## src/rtl/vga_stream_monitor_pkg.sv

```systemverilog
// Shared timing defaults, CRC constants and lock FSM states for the VGA stream monitor.
package vga_stream_monitor_pkg;

  localparam int DEF_H_ACTIVE = 1024;
  localparam int DEF_H_FP     = 24;
  localparam int DEF_H_SYNC   = 136;
  localparam int DEF_H_BP     = 160;
  localparam int DEF_V_ACTIVE = 768;
  localparam int DEF_V_FP     = 3;
  localparam int DEF_V_SYNC   = 6;
  localparam int DEF_V_BP     = 29;

  localparam logic [15:0] CRC16_POLY = 16'h1021;
  localparam logic [15:0] CRC16_INIT = 16'hFFFF;

  typedef enum logic [1:0] {
    ST_UNLOCKED = 2'd0,
    ST_ACQUIRE  = 2'd1,
    ST_LOCKED   = 2'd2
  } lock_state_t;

endpackage

```

## src/rtl/crc16_ccitt_d16.sv

```systemverilog
// Combinational CRC-16-CCITT step over one 16-bit word, MSB first.
module crc16_ccitt_d16
  import vga_stream_monitor_pkg::*;
(
  input  logic [15:0] crc,
  input  logic [15:0] data,
  output logic [15:0] crc_next
);

  always_comb begin
    crc_next = crc;
    for (int unsigned i = 0; i < 16; i++) begin
      if (crc_next[15] ^ data[4'(15 - i)])
        crc_next = {crc_next[14:0], 1'b0} ^ CRC16_POLY;
      else
        crc_next = {crc_next[14:0], 1'b0};
    end
  end

endmodule

```

## src/rtl/vga_stream_monitor.sv

```systemverilog
// Rebuilds raster position from hs/vs, checks sync timing and blanking,
// and publishes a per-frame CRC plus one probe pixel.
module vga_stream_monitor
  import vga_stream_monitor_pkg::*;
#(
  parameter int H_ACTIVE    = DEF_H_ACTIVE,
  parameter int H_FP        = DEF_H_FP,
  parameter int H_SYNC      = DEF_H_SYNC,
  parameter int H_BP        = DEF_H_BP,
  parameter int V_ACTIVE    = DEF_V_ACTIVE,
  parameter int V_FP        = DEF_V_FP,
  parameter int V_SYNC      = DEF_V_SYNC,
  parameter int V_BP        = DEF_V_BP,
  parameter bit SYNC_POL    = 1'b0,
  parameter int PIX_DELAY   = 2,
  parameter int LOCK_FRAMES = 2
) (
  input  logic        clk_vga,
  input  logic        rst_n,
  input  logic [4:0]  vga_r,
  input  logic [5:0]  vga_g,
  input  logic [4:0]  vga_b,
  input  logic        vga_hs,
  input  logic        vga_vs,
  input  logic        clear,
  input  logic [10:0] probe_x,
  input  logic [9:0]  probe_y,
  output logic        locked,
  output logic [15:0] frame_count,
  output logic [15:0] frame_crc,
  output logic        frame_crc_vld,
  output logic [15:0] probe_pixel,
  output logic        err_hperiod,
  output logic        err_vperiod,
  output logic        err_blank
);

  localparam logic [10:0] H_START = 11'(H_SYNC + H_BP + PIX_DELAY);
  localparam logic [10:0] H_END   = 11'(H_SYNC + H_BP + PIX_DELAY + H_ACTIVE);
  localparam logic [10:0] H_LAST  = 11'(H_SYNC + H_BP + H_ACTIVE + H_FP - 1);
  localparam logic [9:0]  V_START = 10'(V_SYNC + V_BP);
  localparam logic [9:0]  V_END   = 10'(V_SYNC + V_BP + V_ACTIVE);
  localparam logic [9:0]  V_LAST  = 10'(V_SYNC + V_BP + V_ACTIVE + V_FP - 1);
  localparam logic [7:0]  LOCK_N  = 8'(LOCK_FRAMES);

  lock_state_t state, state_next;
  logic [7:0]  acq_cnt, acq_next;

  logic        hs_act, vs_act, hs_d, vs_d, hs_lead, vs_lead;
  logic        vs_armed, h_seen, probe_arm;
  logic [10:0] h_cnt, pix_x, probe_xs;
  logic [9:0]  v_cnt, pix_y, probe_ys;
  logic [15:0] pix_d1, pix_d2, crc, crc_next;
  logic        frame_start, h_err, v_err, tim_err, in_active, publish;

  assign hs_act = (vga_hs == SYNC_POL);
  assign vs_act = (vga_vs == SYNC_POL);

  // Edge detect costs one clock and RGB lags sync by PIX_DELAY; delaying RGB by
  // two stages makes h_cnt equal the pixel's offset from the hs leading edge.
  assign frame_start = hs_lead & (vs_armed | vs_lead);
  assign h_err       = hs_lead & h_seen & (h_cnt != H_LAST);
  assign v_err       = frame_start & (v_cnt != V_LAST);
  assign tim_err     = (h_err | v_err) & (state != ST_UNLOCKED);
  assign in_active   = (h_cnt >= H_START) && (h_cnt < H_END) &&
                       (v_cnt >= V_START) && (v_cnt < V_END);
  assign publish     = frame_start & (state == ST_LOCKED) & ~tim_err;
  assign pix_x       = h_cnt - H_START;
  assign pix_y       = v_cnt - V_START;
  assign locked      = (state == ST_LOCKED);

  crc16_ccitt_d16 u_crc (
    .crc      (crc),
    .data     (pix_d2),
    .crc_next (crc_next)
  );

  always_ff @(posedge clk_vga or negedge rst_n) begin
    if (!rst_n) begin
      state   <= ST_UNLOCKED;
      acq_cnt <= '0;
    end else begin
      state   <= state_next;
      acq_cnt <= acq_next;
    end
  end

  always_comb begin
    state_next = state;
    acq_next   = acq_cnt;
    case (state)
      ST_UNLOCKED: if (frame_start) begin
        state_next = ST_ACQUIRE;
        acq_next   = '0;
      end
      ST_ACQUIRE: begin
        if (tim_err) state_next = ST_UNLOCKED;
        else if (frame_start) begin
          if (acq_cnt + 8'd1 == LOCK_N) state_next = ST_LOCKED;
          else acq_next = acq_cnt + 8'd1;
        end
      end
      ST_LOCKED: if (tim_err) state_next = ST_UNLOCKED;
      default: state_next = ST_UNLOCKED;
    endcase
  end

  always_ff @(posedge clk_vga or negedge rst_n) begin
    if (!rst_n) begin
      hs_d <= 1'b0;  vs_d <= 1'b0;  hs_lead <= 1'b0;  vs_lead <= 1'b0;
      vs_armed <= 1'b0;  h_seen <= 1'b0;
      h_cnt <= '0;  v_cnt <= '0;
      pix_d1 <= '0;  pix_d2 <= '0;
      crc <= CRC16_INIT;
    end else begin
      hs_d    <= hs_act;
      vs_d    <= vs_act;
      hs_lead <= hs_act & ~hs_d;
      vs_lead <= vs_act & ~vs_d;
      pix_d1  <= {vga_r, vga_g, vga_b};
      pix_d2  <= pix_d1;

      if (hs_lead)            h_cnt <= '0;
      else if (h_cnt != '1)   h_cnt <= h_cnt + 11'd1;

      if (frame_start)                  v_cnt <= '0;
      else if (hs_lead && v_cnt != '1)  v_cnt <= v_cnt + 10'd1;

      if (frame_start)  vs_armed <= 1'b0;
      else if (vs_lead) vs_armed <= 1'b1;

      if (tim_err)      h_seen <= 1'b0;
      else if (hs_lead) h_seen <= 1'b1;

      if (frame_start)    crc <= CRC16_INIT;
      else if (in_active) crc <= crc_next;
    end
  end

  always_ff @(posedge clk_vga or negedge rst_n) begin
    if (!rst_n) begin
      frame_count <= '0;  frame_crc <= '0;  frame_crc_vld <= 1'b0;
      probe_pixel <= '0;  probe_xs <= '0;  probe_ys <= '0;  probe_arm <= 1'b0;
      err_hperiod <= 1'b0;  err_vperiod <= 1'b0;  err_blank <= 1'b0;
    end else begin
      frame_crc_vld <= publish;
      if (publish) frame_crc <= crc;

      if (clear)        frame_count <= '0;
      else if (publish) frame_count <= frame_count + 16'd1;

      err_hperiod <= (err_hperiod & ~clear) | (h_err & locked);
      err_vperiod <= (err_vperiod & ~clear) | (v_err & locked);
      err_blank   <= (err_blank & ~clear) | (locked & ~in_active & (pix_d2 != '0));

      if (frame_start) begin
        probe_xs  <= probe_x;
        probe_ys  <= probe_y;
        probe_arm <= 1'b1;
      end
      if (probe_arm && in_active && pix_x == probe_xs && pix_y == probe_ys)
        probe_pixel <= pix_d2;
    end
  end

endmodule
```

## config.mk

```make
export PLATFORM = sky130hd
export DESIGN_NAME = vga_stream_monitor
export DESIGN_NICKNAME = d
export VERILOG_FILES = /design/src/rtl/vga_stream_monitor_pkg.sv /design/src/rtl/crc16_ccitt_d16.sv /design/src/rtl/vga_stream_monitor.sv
export SDC_FILE = /design/constraint.sdc
export NUM_CORES = 1
export LEC_CHECK = 0
export CAP_MARGIN = 5
export CELL_PAD_IN_SITES_DETAIL_PLACEMENT = 0
export CELL_PAD_IN_SITES_GLOBAL_PLACEMENT = 1
export CORE_MARGIN = 1.5
export CORE_UTILIZATION = 35
export DETAILED_ROUTE_END_ITERATION = 10
export GPL_TIMING_DRIVEN = 0
export HOLD_SLACK_MARGIN = 0.03
export PLACE_DENSITY_LB_ADDON = 0.1
export SYNTH_ARGS = -nofsm -noshare
export SYNTH_HDL_FRONTEND = slang
export SYNTH_HIERARCHICAL = 1
export SYNTH_SLANG_ARGS = --single-unit
export TNS_END_PERCENT = 5
```

## constraint.sdc

```tcl
create_clock -name clk_vga -period 8.04 [get_ports clk_vga]
set_input_delay 2.412 -clock clk_vga [delete_from_list [all_inputs] [get_ports clk_vga]]
set_output_delay 2.412 -clock clk_vga [all_outputs]
set_load 0.02 [all_outputs]
```

=== Word-level counts from Yosys, hierarchy flattened ===
Cells that the tools add are included.

* Register bits: 159
* Bits of input ports: 42
* Output and inout port bits: 53
* Word-level logic and storage cells: 167

* Add/subtract/negate cells: 6
* Magnitude comparators: 4
* Equal/unequal tests: 16
* Multiplexer cells: 39
* Bitwise gates (word level): 60
* Reduce and logical (&&, ||, !) cells: 19

{| class="wikitable"
|+ Operators with widths
! kind !! count
|-
| $mux 13 || 16
|-
| $mux 16 || 4
|-
| $not 3->3 || 16
|-
| $mux 8 || 4
|-
| $mux 11 || 2
|-
| $ne 11x11->1 const B || 2
|-
| $mux 10 || 2
|-
| $ne 10x10->1 const B || 2
|-
| $add 16x1->16 const B || 1
|-
| $and 1x1->1 || 16
|-
| $pmux 8 s2 || 1
|-
| $reduce_bool 16->1 || 1
|-
| $reduce_bool 2->1 || 8
|-
| $xor 1x1->1 || 16
|-
| $add 11x1->11 const B || 1
|-
| $eq 11x11->1 || 1
|-
| $ge 11x9->1 const B || 1
|-
| $lt 11x11->1 const B || 1
|-
| $sub 11x9->11 const B || 1
|-
| $add 10x1->10 const B || 1
|-
| $eq 10x10->1 || 1
|-
| $ge 10x6->1 const B || 1
|-
| $lt 10x10->1 const B || 1
|-
| $mux 2 || 5
|-
| other kinds (16) || 39
|}

=== Depth between registers and ports, before layout ===
Gate-level depths: netlist of the first run.

* Depth after elaboration: 34
* Depth in mapped cells: 11
* Gate-level depth less buffers: 9

=== By module ===
Netlist of the first run, hierarchy kept.

{| class="wikitable"
|+ Modules (own cells, without submodules)
! module !! instances !! cells an instance !! area each (µm²) !! seq. area each (µm²)
|-
| vga_stream_monitor || 1 || 665 || 7191.9 || 3998.8
|-
| crc16_ccitt_d16 || 1 || 50 || 559.3 || 0.0
|}

=== Least setup slack after synthesis of the first run ===
No wires, ideal clock.

* Path kind: register to output
* Start: reg state[1]
* End: out locked
* Arrival: 0.866 ns
* Required time: 5.628 ns
* Path slack: 4.762 ns
* Stages on the path, launching flop included: 3
* Buffers on the path: 1
* Cell sequence: dfrtp_1 > nor2b_1 > clkbuf_1

* Cells in the longest elaborated chain, start to end: 1

{| class="wikitable"
|+ RTL lines
! what !! RTL line !! source
|-
| start: declaration || vga_stream_monitor.sv:46 || <nowiki>lock_state_t state, state_next;</nowiki>
|-
| start signal: assignment || vga_stream_monitor.sv:83 || <nowiki>state <= state_next;</nowiki>
|-
| $eq 2x2->1 || vga_stream_monitor.sv:70 || <nowiki>assign locked = (state == ST_LOCKED);</nowiki>
|-
| end: declaration || vga_stream_monitor.sv:28 || <nowiki>output logic locked,</nowiki>
|}

Every way passes these cells.

=== Final worst setup path of the first run ===
Same ends and word-level chain as after synthesis.

==> results of run 1 <==
[final cells by class]
type	instances	area [um^2]	share of cell area [%]
tap	280	350	3.61
buffer	39	176	1.82
timing repair buffer	94	963	9.93
multi-input combinational	502	3520	36.3
clock inverter	15	211	2.18
clock buffer	17	425	4.38
sequential	159	4000	41.2
inverter	15	56.3	0.580
[flip-flops by register name, summed over array words and instances, names as in the netlist, 2 cells and up]
name         count
frame_count     16
probe_ys        10
state            2
frame_crc       16
acq_cnt          8
h_cnt           11
crc             16
pix_d1          16
probe_xs        11
v_cnt           10
pix_d2          16
probe_pixel     16
[where the power goes]
part | switching (mW) | internal, mW | leakage, nW
Sequential | 0.0565 | 0.859 | 2.03
Combinational | 0.202 | 0.167 | 2.00
Clock | 0.404 | 0.429 | 0.304
Total | 0.663 | 1.45 | 4.33
[stage by stage]
step	util (%)	worst slack [ps]
floorplan	-	4760
global placement	41.5	-1980
detailed placement	41.7	4010
CTS	44.6	3530
global route	44.6	3440
finish	44.6	3540
[final timing paths]
path	startpoint	endpoint	slack, ps
max	state[1]	locked	3540
min	pix_d1[4]	pix_d2[4]	350
max reg2reg	h_cnt[2]	probe_pixel[9]	4770
min reg2reg	pix_d1[4]	pix_d2[4]	350
max in group asynchronous	rst_n	crc[5]	5290
min in group asynchronous	rst_n	probe_xs[3]	1880
[layer usage]
metal / part of all wire (%) / wire, um / vias to the layer above
li1: - / - / 2654
met2: 44 / 7900 / 103
met5: 0 / 0 / -
met1: 51 / 9270 / 2601
met4: 1.0 / 182 / 0
met3: 4.0 / 727 / 12
[cell families after synthesis]
| family | after synthesis |
|---|---|
| AO/OA/AOI/OAI | 80 |
| XOR/XNOR | 103 |
| adder cells (fa/ha/maj) | 9 |
| buffers and inverters | 54 |
| flip-flops | 159 |
| multiplexers | 55 |
| AND/OR/NAND/NOR | 255 |
[cells in the mapped netlist (10+ instances only)]
cell type and instances:
dfstp_2 16, nor2_1 48, and3_1 13, clkbuf_1 28, mux2i_1 21, o21ai_0 16, mux2_4 10, dfrtp_1 143
nand3_1 19, inv_1 15, xnor2_1 59, nor3_1 13, xor2_1 34, mux2_2 24, a21oi_1 22, nand2_1 114
[critical path: stages, from the launching register on]
cell	delay, ps
dfrtp_1	460
nor2b_1	160
clkbuf_1	290
clkdlybuf4s50_1	740
==> flow_metrics.py, run 1 <==
metrics = {
    "yosys": {
        "synth_fa_ha_area_share_pct": 1.45,
        "synth_edf_count": 0,
        "yosys.area.top_type": "dfrtp_1",
        "yosysWarningCount": 6,
        "avgSynthCellArea_um2": 10.8,
        "ys_types": 71,
        "postSynth.asyncResetShare_pct": 100,
        "synth_cells": 715,
        "synthSimpleGateAreaFrac_pct": 15.6,
        "synth_compound_area_share_pct": 6.99,
        "synthMuxAreaShare_pct": 8.14,
        "synth_top_area_share_pct": 46.2,
        "yosys.area_share.xor_xnor_pct": 13.2,
        "synth_top_family_by_area": "simple AND/OR/NAND/NOR gates",
        "synth_nets": 766,
        "ys_seq_area_share_pct": 51.6,
        "ys_ff_latch": 159,
        "synthFlopType": "dfrtp_1",
        "yosys-top-cells-area": "dfrtp_1 (46%), xnor2_1 (6.7%), nand2_1 (5.5%)",
        "syn_area_um2": 7750,
    },
    "route": {
        "drcViolationCount": 0,
        "vias": 5370,
        "drt-total-wl_um": 18100,
        "drtIter0Drc": 292,
        "wire_per_inst_um": 16.1,
        "antenna_left": 0,
        "drt-pass1-iter-count": 4,
        "viasPerCell": 4.79,
    },
    "pwr": {
        "power_mw": 2.12,
        "p_leak_nw": 4.33,
        "power.density_nw_per_um2": 218,
        "ir_drop_mv": 0.129,
    },
    "clock_network": {
        "cts_sinks": 159,
        "cts_tree": "yes",
        "clockRootBuffer": "clkbuf_16",
        "clkTransAtPathRegs_ps": 70,
        "htreeDepth": 4,
        "numCtsBuffers": 17,
        "cts_buffer_depth": 2,
        "post-cts-setup-buffers": 0,
        "clock_latency_ps": 440,
        "holdBufCountCts": 0,
        "cts_resized": 0,
    },
    "die": {
        "start_util_pct": 35.6,
        "num_io_pins": 95,
        "die_area_um2": 23000,
        "num_rows": 54,
        "die_width_um": 152,
        "core_region_area_um2": 21800,
        "die_h_um": 152,
    },
    "outcome": {
        "run_status": "finished clean",
    },
    "place": {
        "dp.cells": 1089,
        "dpl.hpwl_um": 13100,
        "place_area_um2": 9060,
        "portBuffers": 93,
        "routabilityCongestion": 0.853,
    },
    "sta": {
        "fmax_mhz": 222,
        "slew_violations": 0,
        "post-route-period-util_pct": 56.0,
        "setup_violations": 0,
        "max_slew_margin_pct": 20.8,
        "holdWs_ps": 349,
        "fin_skew_ps": 12.2,
        "rsz0062_at_grt": "no",
        "finalCriticalPeriod_ps": 4500,
        "setup_tns_ps": 0,
        "hold_viol": 0,
        "worstMarginPinSlew_ps": 1170,
    },
    "setup_path": {
        "critPathMaxFanout": 7,
        "cp_data_required_time_ps": 5630,
        "reg2reg_depth": 10,
        "path_class": "reg2out",
        "cp_data_arrival_time_ps": 2090,
        "cp-end-kind": "output pin",
        "crit_path_start_kind": "flip-flop",
    },
    "final_layout": {
        "area_growth_pct": 25.2,
        "num-nets-final": 879,
        "fin_cells": 1121,
        "final_layout_size_suffix_gt1_share_pct": 13.3,
        "postLayoutCellArea_um2": 9700,
        "nFillCells": 2100,
        "final_cell_mix": "dfrtp_1 (143), nand2_1 (114), clkdlybuf4s50_1 (92), xnor2_1 (59), nor2_1 (48)",
        "antennaDiodeCount": 0,
        "layout_commonest_cell": "dfrtp_1",
    },
    "hold_path": {
        "min_path_cells": 0,
        "hp-class": "reg2reg",
    },
    "global_routing": {
        "grt_pass1_vias": 5484,
        "grt_max_degree": 106,
        "antenna_found_initial": 0,
        "use_met3_pct": 3.42,
        "grt_pass1_wl_um": 30200,
        "track_usage_pct": 16.5,
        "met2_usage_pct": 24.2,
        "grt-ovfl-total": 0,
        "use_met1_pct": 24.5,
        "busiest_layer": "met1",
    },
    "flow_run": {
        "drv_cap": 0,
    },
}
Note: power is estimated with default switching activity, not from simulation.
==> run 2, diff against run 1 <==
clock period = 4.5 ns   (was 8.04 ns; I/O delays follow)
==> results of run 2 <==
Same layout as run 1 (identical final DEF). Status: finished clean.
Main changes from that run: setup slack after placement 4010 ps -> 1270 ps; setup slack after layout 3540 ps -> 1060 ps; register-to-register setup slack 4770 ps -> 1230 ps; total power 2.12 mW -> 3.78 mW; worst IR drop on VDD 0.129 mV -> 0.231 mV
==> run 3, diff against run 2 <==
clock period = 3.53 ns   (was 4.5 ns; I/O delays follow)
==> results of run 3 <==
Same layout as run 1 (identical final DEF). Status: finished clean.
Main changes from that run: setup slack after placement 4010 ps -> 298 ps; clock-pin slew on the worst setup and hold paths 70 ps -> 80 ps; setup slack after layout 3540 ps -> 261 ps; start point of the critical path state[1] -> h_cnt[2]; end point of the critical path locked -> probe_pixel[9]; register-to-register setup slack 4770 ps -> 260 ps; total power 2.12 mW -> 4.82 mW; worst IR drop on VDD 0.129 mV -> 0.294 mV
